File: src/rtl/bus_arbiter.sv
// Two-master round-robin bus arbiter with single outstanding transfer, per-grant
// timeout and registered done/error pulses back to the owning master.
module bus_arbiter #(
  parameter int unsigned TIMEOUT_CYCLES = 15
) (
  input  logic        clock,
  input  logic        reset,
  // master 0 (CPU)
  input  logic        m0_req,
  input  logic [29:0] m0_address,
  input  logic [31:0] m0_data_out,
  input  logic [3:0]  m0_data_strobes,
  input  logic        m0_write,
  // master 1 (DMA / debug)
  input  logic        m1_req,
  input  logic [29:0] m1_address,
  input  logic [31:0] m1_data_out,
  input  logic [3:0]  m1_data_strobes,
  input  logic        m1_write,
  // master responses
  output logic        m0_grant,
  output logic        m1_grant,
  output logic        m0_done,
  output logic        m1_done,
  output logic        m0_error,
  output logic        m1_error,
  output logic [31:0] read_data,
  // bus side
  output logic [29:0] address,
  output logic [31:0] data_out,
  output logic [3:0]  data_strobes,
  output logic        read,
  output logic        write,
  input  logic [31:0] data_in,
  input  logic        ack
);

  localparam int unsigned CntW = (TIMEOUT_CYCLES == 0) ? 1 : $clog2(TIMEOUT_CYCLES + 1);
  localparam logic [CntW-1:0] TimeoutVal = CntW'(TIMEOUT_CYCLES);

  typedef enum logic [1:0] {
    StIdle   = 2'd0,
    StGrant0 = 2'd1,
    StGrant1 = 2'd2
  } state_e;

  state_e          state_q, state_d;
  logic            last_grant_q, last_grant_d;
  logic [CntW-1:0] cnt_q, cnt_d;
  logic [CntW-1:0] cnt_inc;
  logic [31:0]     read_data_q, read_data_d;
  logic            m0_done_q, m0_done_d;
  logic            m1_done_q, m1_done_d;
  logic            m0_error_q, m0_error_d;
  logic            m1_error_q, m1_error_d;

  // Signals of whichever master currently owns the bus
  logic            gnt_idx;
  logic            sel_req;
  logic [29:0]     sel_address;
  logic [31:0]     sel_data_out;
  logic [3:0]      sel_data_strobes;
  logic            sel_write;

  assign gnt_idx = (state_q == StGrant1);
  assign cnt_inc = cnt_q + CntW'(1);

  always_comb begin
    if (gnt_idx) begin
      sel_req          = m1_req;
      sel_address      = m1_address;
      sel_data_out     = m1_data_out;
      sel_data_strobes = m1_data_strobes;
      sel_write        = m1_write;
    end else begin
      sel_req          = m0_req;
      sel_address      = m0_address;
      sel_data_out     = m0_data_out;
      sel_data_strobes = m0_data_strobes;
      sel_write        = m0_write;
    end
  end

  always_comb begin
    state_d      = state_q;
    last_grant_d = last_grant_q;
    cnt_d        = cnt_q;
    read_data_d  = read_data_q;
    m0_done_d    = 1'b0;
    m1_done_d    = 1'b0;
    m0_error_d   = 1'b0;
    m1_error_d   = 1'b0;

    unique case (state_q)
      StIdle: begin
        cnt_d = '0;
        if (m0_req && m1_req) begin
          // round-robin: the master that did not own the bus last goes first
          state_d = last_grant_q ? StGrant0 : StGrant1;
        end else if (m0_req) begin
          state_d = StGrant0;
        end else if (m1_req) begin
          state_d = StGrant1;
        end
      end
      StGrant0, StGrant1: begin
        if (ack) begin
          if (!sel_write) read_data_d = data_in;
          m0_done_d    = !gnt_idx;
          m1_done_d    = gnt_idx;
          last_grant_d = gnt_idx;
          cnt_d        = '0;
          state_d      = StIdle;
        end else if (!sel_req) begin
          last_grant_d = gnt_idx;
          cnt_d        = '0;
          state_d      = StIdle;
        end else if ((TIMEOUT_CYCLES != 0) && (cnt_inc == TimeoutVal)) begin
          m0_error_d   = !gnt_idx;
          m1_error_d   = gnt_idx;
          last_grant_d = gnt_idx;
          cnt_d        = '0;
          state_d      = StIdle;
        end else begin
          cnt_d = cnt_inc;
        end
      end
      default: begin
        cnt_d   = '0;
        state_d = StIdle;
      end
    endcase
  end

  always_ff @(posedge clock or negedge reset) begin
    if (!reset) begin
      state_q      <= StIdle;
      last_grant_q <= 1'b1;
      cnt_q        <= '0;
      read_data_q  <= '0;
      m0_done_q    <= 1'b0;
      m1_done_q    <= 1'b0;
      m0_error_q   <= 1'b0;
      m1_error_q   <= 1'b0;
    end else begin
      state_q      <= state_d;
      last_grant_q <= last_grant_d;
      cnt_q        <= cnt_d;
      read_data_q  <= read_data_d;
      m0_done_q    <= m0_done_d;
      m1_done_q    <= m1_done_d;
      m0_error_q   <= m0_error_d;
      m1_error_q   <= m1_error_d;
    end
  end

  assign m0_grant  = (state_q == StGrant0);
  assign m1_grant  = (state_q == StGrant1);
  assign m0_done   = m0_done_q;
  assign m1_done   = m1_done_q;
  assign m0_error  = m0_error_q;
  assign m1_error  = m1_error_q;
  assign read_data = read_data_q;

  // Bus is driven straight from the owning master; quiet when idle
  always_comb begin
    address      = '0;
    data_out     = '0;
    data_strobes = '0;
    read         = 1'b0;
    write        = 1'b0;
    if (state_q == StGrant0 || state_q == StGrant1) begin
      address      = sel_address;
      data_out     = sel_data_out;
      data_strobes = sel_data_strobes;
      read         = !sel_write;
      write        = sel_write;
    end
  end

endmodule

File: config.mk
export PLATFORM = sky130hd
export DESIGN_NAME = bus_arbiter
export DESIGN_NICKNAME = d
export VERILOG_FILES = /design/src/rtl/bus_arbiter.sv
export SDC_FILE = /design/constraint.sdc
export NUM_CORES = 1
export LEC_CHECK = 0
export CAP_MARGIN = 10
export CORE_ASPECT_RATIO = 0.8
export CORE_MARGIN = 1
export CORE_UTILIZATION = 29
export CTS_CLUSTER_DIAMETER = 80
export DETAILED_ROUTE_END_ITERATION = 8
export PLACE_DENSITY = 0.85
export SYNTH_ARGS = -nofsm -noshare
export SYNTH_HDL_FRONTEND = slang
export SYNTH_SLANG_ARGS = --single-unit
export TNS_END_PERCENT = 1
File: constraint.sdc
create_clock -name clock -period 1.7 [get_ports clock]
set_input_delay 0.34 -clock clock [delete_from_list [all_inputs] [get_ports clock]]
set_output_delay 0.34 -clock clock [all_outputs]
set_load 0.01 [all_outputs]
# Yosys cells after proc, flatten, opt, wreduce, memory -nomap -nowiden
# Cells that the tools add are included.
# totals
ff_bits	43
input_bits	171
output_inout_bits	106
wordCells	62
# classes
n_addsub	1
eq_ne	6
mux	37
bitwise	1
n_reduce_logical	9
# ops
op	n
$mux W32	2
$mux W30	2
$mux W4	6
$mux W1	19
$mux W2	7
$ne A4 B4 Y1 const B	2
$add A4 B1 Y4 const B	1
$eq A4 B4 Y1 const B	1
$pmux W2 S2	1
$reduce_and A2 Y1	2
$ne A3 B2 Y1 const B	1
$reduce_and A3 Y1	1
$eq A2 B1 Y1 const B	1
$eq A2 B2 Y1 const B	1
$logic_not A1 Y1	2
$logic_not A2 Y1	1
$reduce_or A2 Y1	1
$logic_and A1 B1 Y1	1
$logic_or A1 B1 Y1	1
$not A1 Y1	1

# Depth between registers and ports, before layout
# Gate-level depths: netlist of run 1.
# depth
ltp_word	6
depth_mapped	8
mapped_depth_nobuf	6

# Least setup slack after synthesis of run 1
# Ideal clock, no wire load.
# synth_timing
path_kind	flip-flop to flip-flop
start	reg state_q[0]
end	reg read_data_q[0] (netlist: read_data[0])
setup_ps	125
t_arrival_ps	1814
required_ps	1575
path_slack_ps	-239
path_stages_with_launch	9
n_path_buf	3
synth_period_minus_slack_ps	1939
cell_sequence	dfrtp_1 > inv_1 > ha_1 > buf_4 > mux2i_1 > and3_1 > buf_4 > buf_6 > mux2_4
# synth_between
elab_chain_len	4
elab_cells_between_ends	6
cone_classes	2 x eq/ne; 1 x mux; 1 x bitwise; 2 x reduce/logical
# synth_rtl
element	line_no	source
start: declaration	47	state_e state_q, state_d;
start signal: assignment	137	state_q <= StIdle;
start signal: assignment	146	state_q <= state_d;
$eq A2 B2 Y1 *	n/a	
via m1_grant	22	output logic m1_grant,
$mux W1	69	if (gnt_idx) begin
$not A1 Y1 (no source line)	n/a	
$reduce_and A3 Y1 (no source line) *	n/a	
end signal: assignment	149	read_data_q <= read_data_d;
end: declaration	51	logic [31:0] read_data_q, read_data_d;
# The timed path passes the listed nets; every way through them passes the cells marked *.
# A chain may end at the register's enable or synchronous reset.

# Final worst setup path of run 1
# layout_timing
start	reg state_q[0]
end	out address[18]
# layout_between
elab_chain_len	3
elab_cells_between_ends	5
cone_classes	2 x eq/ne; 2 x mux; 1 x reduce/logical
# layout_rtl
element	line_no	source
$eq A2 B2 Y1 / $eq A2 B1 Y1 (equally long branches)	65, 172	
$mux W30 / $logic_or A1 B1 Y1 (equally long branches)	69, 172	
$mux W30 *	172	if (state_q == StGrant0 || state_q == StGrant1) begin
end: declaration	29	output logic [29:0] address,
# Mark *: on every way between the ends. The rest lies on a longest branch, timed or not.

==> PnR_summary.wiki, run 1 <==
{| class="wikitable"
! Metric !! Value
|-
| Run status || finished, violations left
|-
| Violated checks || negative setup slack
|-
| Worst Setup SP || state_q[0]
|-
| Switching pwr || approximately 4.5 mW
|-
| Cell types with the highest counts after synthesis || sky130_fd_sc_hd__nor2b_1, sky130_fd_sc_hd__mux2i_1, sky130_fd_sc_hd__dfrtp_1
|-
| Vias in the first global route || 3422
|-
| Number of vias per cell || 4.566
|-
| Die Footprint || about 11000 um^2
|-
| Depth of the CTS H-tree || 2
|-
| Top-count cell post-synth || sky130_fd_sc_hd__nor2b_1
|-
| Sum of negative setup slack || -28.33 ns
|-
| Number of maximum-capacitance constraint violations || 0
|-
| Wire length per cell after detailed routing || 18.28 um
|-
| Fillers || roughly 800
|-
| Capturing point of the worst reg2reg path || last_grant_q
|-
| Worst setup path class || reg2out
|-
| Worst Setup Start Kind || flop
|-
| Critical path, cell by cell || inv_2 -> ha_4 -> buf_12 -> buf_12 -> buf_16 -> mux2i_1 -> nor2b_1 -> buf_2
|-
| Antenna diode count || 0
|-
| Num CTS Buffers || 5
|-
| Clock-pin slew on the worst setup and hold paths || 0.06 ns
|-
| Count of mapped cells out of synthesis || 280
|-
| Delay contributed by the slowest stage of the critical path || 0.38 ns
|-
| # setup viols final || 108
|-
| Data arrival time of the worst path || ~1.7 ns
|-
| Async SR Flop Fraction || 1.000
|-
| Most area-consuming cells after synthesis || sky130_fd_sc_hd__dfrtp_1, sky130_fd_sc_hd__mux2i_1, sky130_fd_sc_hd__mux2_4
|-
| FF-to-FF setup slack || -0.32 ns
|-
| Portion of synthesized cell area occupied by the leading cell type || 0.3399
|-
| Maximum clock rate || around 490 MHz
|-
| Switching fraction of total power || 0.3679
|-
| Placed wire-length estimate after detailed placement || 9313 um
|-
| Wire length on met3 || 746 um
|-
| Clock share of power || 0.075
|-
| Cell area after technology mapping || just over 3000 um^2
|-
| Wire length on met1 || 5436 um
|-
| Overall die height || approximately 94 um
|-
| Part of the power in registers || 0.146
|-
| Post-layout min period || ~2.1 ns
|-
| Layout cells sized above 1 || 0.3300
|-
| Worst r2r path cells || 8
|-
| Count of buffers from port buffering || about 280
|-
| Highest routed layer || met5
|-
| Placed Area || 6163 um^2
|-
| Cell at the slowest stage of the critical path || sky130_fd_sc_hd__dfrtp_1
|-
| Worst IR Drop VDD || 0.9664 mV
|-
| Count of yosys warnings during synthesis || 0
|-
| Initial DRT Pass Iterations || 4
|-
| Logic pwr share || 0.780
|-
| CTS tree || yes
|-
| Maximum clock insertion buffer count || 2
|-
| Beginning of the worst register-to-register path || state_q[1]
|-
| Global-route wire length before repair || 18230 um
|-
| Later-pin clock latency in the skew report || 0.28 ns
|-
| Static Leakage || just under 3 nW
|-
| Path type of the worst min-delay path || in2async
|-
| GRT overflow || 0
|-
| End-of-flow core utilization || 0.6462
|-
| Total routed wirelength || 13470 um
|-
| Post-Layout Cell Count || about 740
|-
| Total placed cells including tap cells || 701
|-
| Final instance area || 6670 um^2
|-
| Routability cong. || 0.8228
|-
| Remaining max-slew budget at the tightest pin || 0.6427
|-
| DR iter-0 viols || 75
|-
| Synthesis-to-layout area growth || 115.7%
|-
| IO Count || approximately 280
|-
| Destination of the critical timing path || address[18]
|-
| Net count, final || around 770
|-
| Slew @ Worst Pin || 0.5359 ns
|-
| Placeable Area || 10320 um^2
|-
| Worst EP required || 1.36 ns
|-
| DRC violation count after routing || 0
|-
| Final number of max-transition violations || 0
|-
| Largest fanout on the critical path || 8
|-
| Hold slack || 0.1298 ns
|-
| Sink count of the clock tree || 43
|-
| Unrepaired setup endpoints after global routing || yes
|-
| Pin count of the biggest net entering global routing || 44
|-
| FF+latch count, synth || 43
|-
| Endpoint type of the worst setup path || output port
|-
| Tot Pwr || between 10 and 15 mW
|-
| Post-DRT Antenna Nets || 0
|-
| Dominant synthesized flop cell || sky130_fd_sc_hd__dfrtp_1
|-
| Proportion of synthesized chip area in sequential cells || 0.3484
|-
| Dpl ws || -0.4642 ns
|-
| Metal2 WL || 7106 um
|-
| Cell occurring most often along the worst timing path || sky130_fd_sc_hd__buf_12
|-
| Netlist cell types || 32
|-
| Final hold violation count || 0
|-
| Vias || 3365
|-
| Largest area contributor in the netlist || sky130_fd_sc_hd__dfrtp_1
|-
| Number of antenna violations at the first check in global routing || 1
|-
| Power density of the placed cells || 1817 nW/um^2
|-
| CTS root buf || sky130_fd_sc_hd__clkbuf_16
|-
| Net count of the mapped netlist || 456
|-
| Fin crit share || 1.208
|-
| Final setup margin || -0.3530 ns
|-
| GRT Total Usage || 0.2111
|-
| Rows || 33
|-
| Fin Clk Skew || 0.005125 ns
|-
| Width of the die || 117.4 um
|-
| Internal portion of total power || about 7.7 mW
|-
| Mean instance size in the synthesized netlist || 11.04 um^2
|-
| Number of enable flip-flop cells after synthesis || 0
|-
| Starting density of the core || 0.2995
|}
## layer usage
| metal | vias to the layer above | global-route usage |
|---|---|---|
| li1 | 1606 | - |
| met1 | 1599 | 0.2424 |
| met2 | 142 | 0.4024 |
| met3 | 16 | 0.04771 |
| met4 | 2 | 0.04437 |
| met5 | - | 0 |
## layout by cell type (no fill, tap or decap), drive strengths merged, types with 2 or more instances in the layout
cell type	n
mux2	33
nand3b	2
o31ai	2
nand2	4
inv	4
mux2i	68
ha	5
nor2	4
and3	3
clkdlybuf4s50	206
a21oi	4
dfrtp	42
clkbuf	19
nand3	2
nor2b	69
and2	3
nand2b	3
buf	111
nor4	2
## worst min-delay path by stage
stage                     start            end  slack, ns  cells after the start
after global placement    reset  read_data[10]       0.43                      2
after CTS                 reset  read_data[13]       0.15                      2
after global routing      reset   read_data[7]       0.19                      2
after floorplan           reset       cnt_q[0]       0.04                      0
final                     reset  read_data[10]       0.13                      2
after detailed placement  reset  read_data[10]       0.45                      2
## power groups by stage
| stage | Clock, mW | Combinational (mW) | Sequential (mW) |
|---|---|---|---|
| after floorplan | 0 | 3.73 | 1.93 |
| after global placement | 0 | 7.74 | 1.75 |
| after detailed placement | 0 | 7.87 | 1.76 |
| final | 0.905 | 9.45 | 1.77 |
| after global routing | 0.982 | 9.94 | 1.81 |
| after CTS | 0.923 | 8.17 | 1.77 |
## kinds of logic (layout without fill, tap and decap cells)
| group | Yosys count | count (layout) | share of synthesized area |
|---|---|---|---|
| multiplexers | 101 | 101 | 0.3768 |
| AND/OR/NAND/NOR | 93 | 93 | 0.1813 |
| flip-flops | 43 | 43 | 0.3484 |
| buffers and inverters | 24 | 341 | 0.04127 |
| AO/OA/AOI/OAI | 13 | 13 | 0.02914 |
| adder cells (fa/ha/maj) | 5 | 5 | 0.02023 |
| XOR/XNOR | 1 | 1 | 0.002833 |
## repair_timing
item                                    CTS  global route
endpoints found under the setup margin  109           110
cloned                                    5             7
pin swaps                                 2             2
gates resized for setup                 277            54
hold buffers                              0             0
buffers inserted                          7            11
## flip-flops by register name, indices dropped and copies added (netlist names)
signal and count:
read_data 32, cnt_q 4, state_q 2, last_grant_q 1, m0_done 1, m0_error 1
m1_done 1, m1_error 1
## worst max-delay path, delay by kind of cell, from the launching register on
kind | cells | cell delay, ns
simple gates | 1 | 0.07
fa+ha+maj | 1 | 0.17
buf+inv | 5 | 0.58
mux | 1 | 0.21
flops | 1 | 0.38
## layout make-up
cell class | instances | area (um^2) | share of cell area
clock buffer | 7 | 132.6 | 0.01988
clock inverter | 1 | 5.005 | 0.0007503
inverter | 4 | 15.01 | 0.002251
multi-input combinational | 213 | 2061 | 0.3089
sequential | 43 | 1077 | 0.1615
tap | 140 | 175.2 | 0.02626
timing repair buffer | 329 | 3204 | 0.4804
No activity file was read; power rests on OpenSTA's default activity.
==> run 2, diff against run 1 <==
CTS_CLUSTER_SIZE = 10   (was not set)
==> results of run 2 <==
The final DEF is identical to that of run 1; final timing and power are the same.
==> run 3, diff against run 2 <==
ABC_CLOCK_PERIOD_IN_PS = 1700   (was not set)
==> results of run 3 <==
The final DEF is identical to that of run 1; final timing and power are the same.
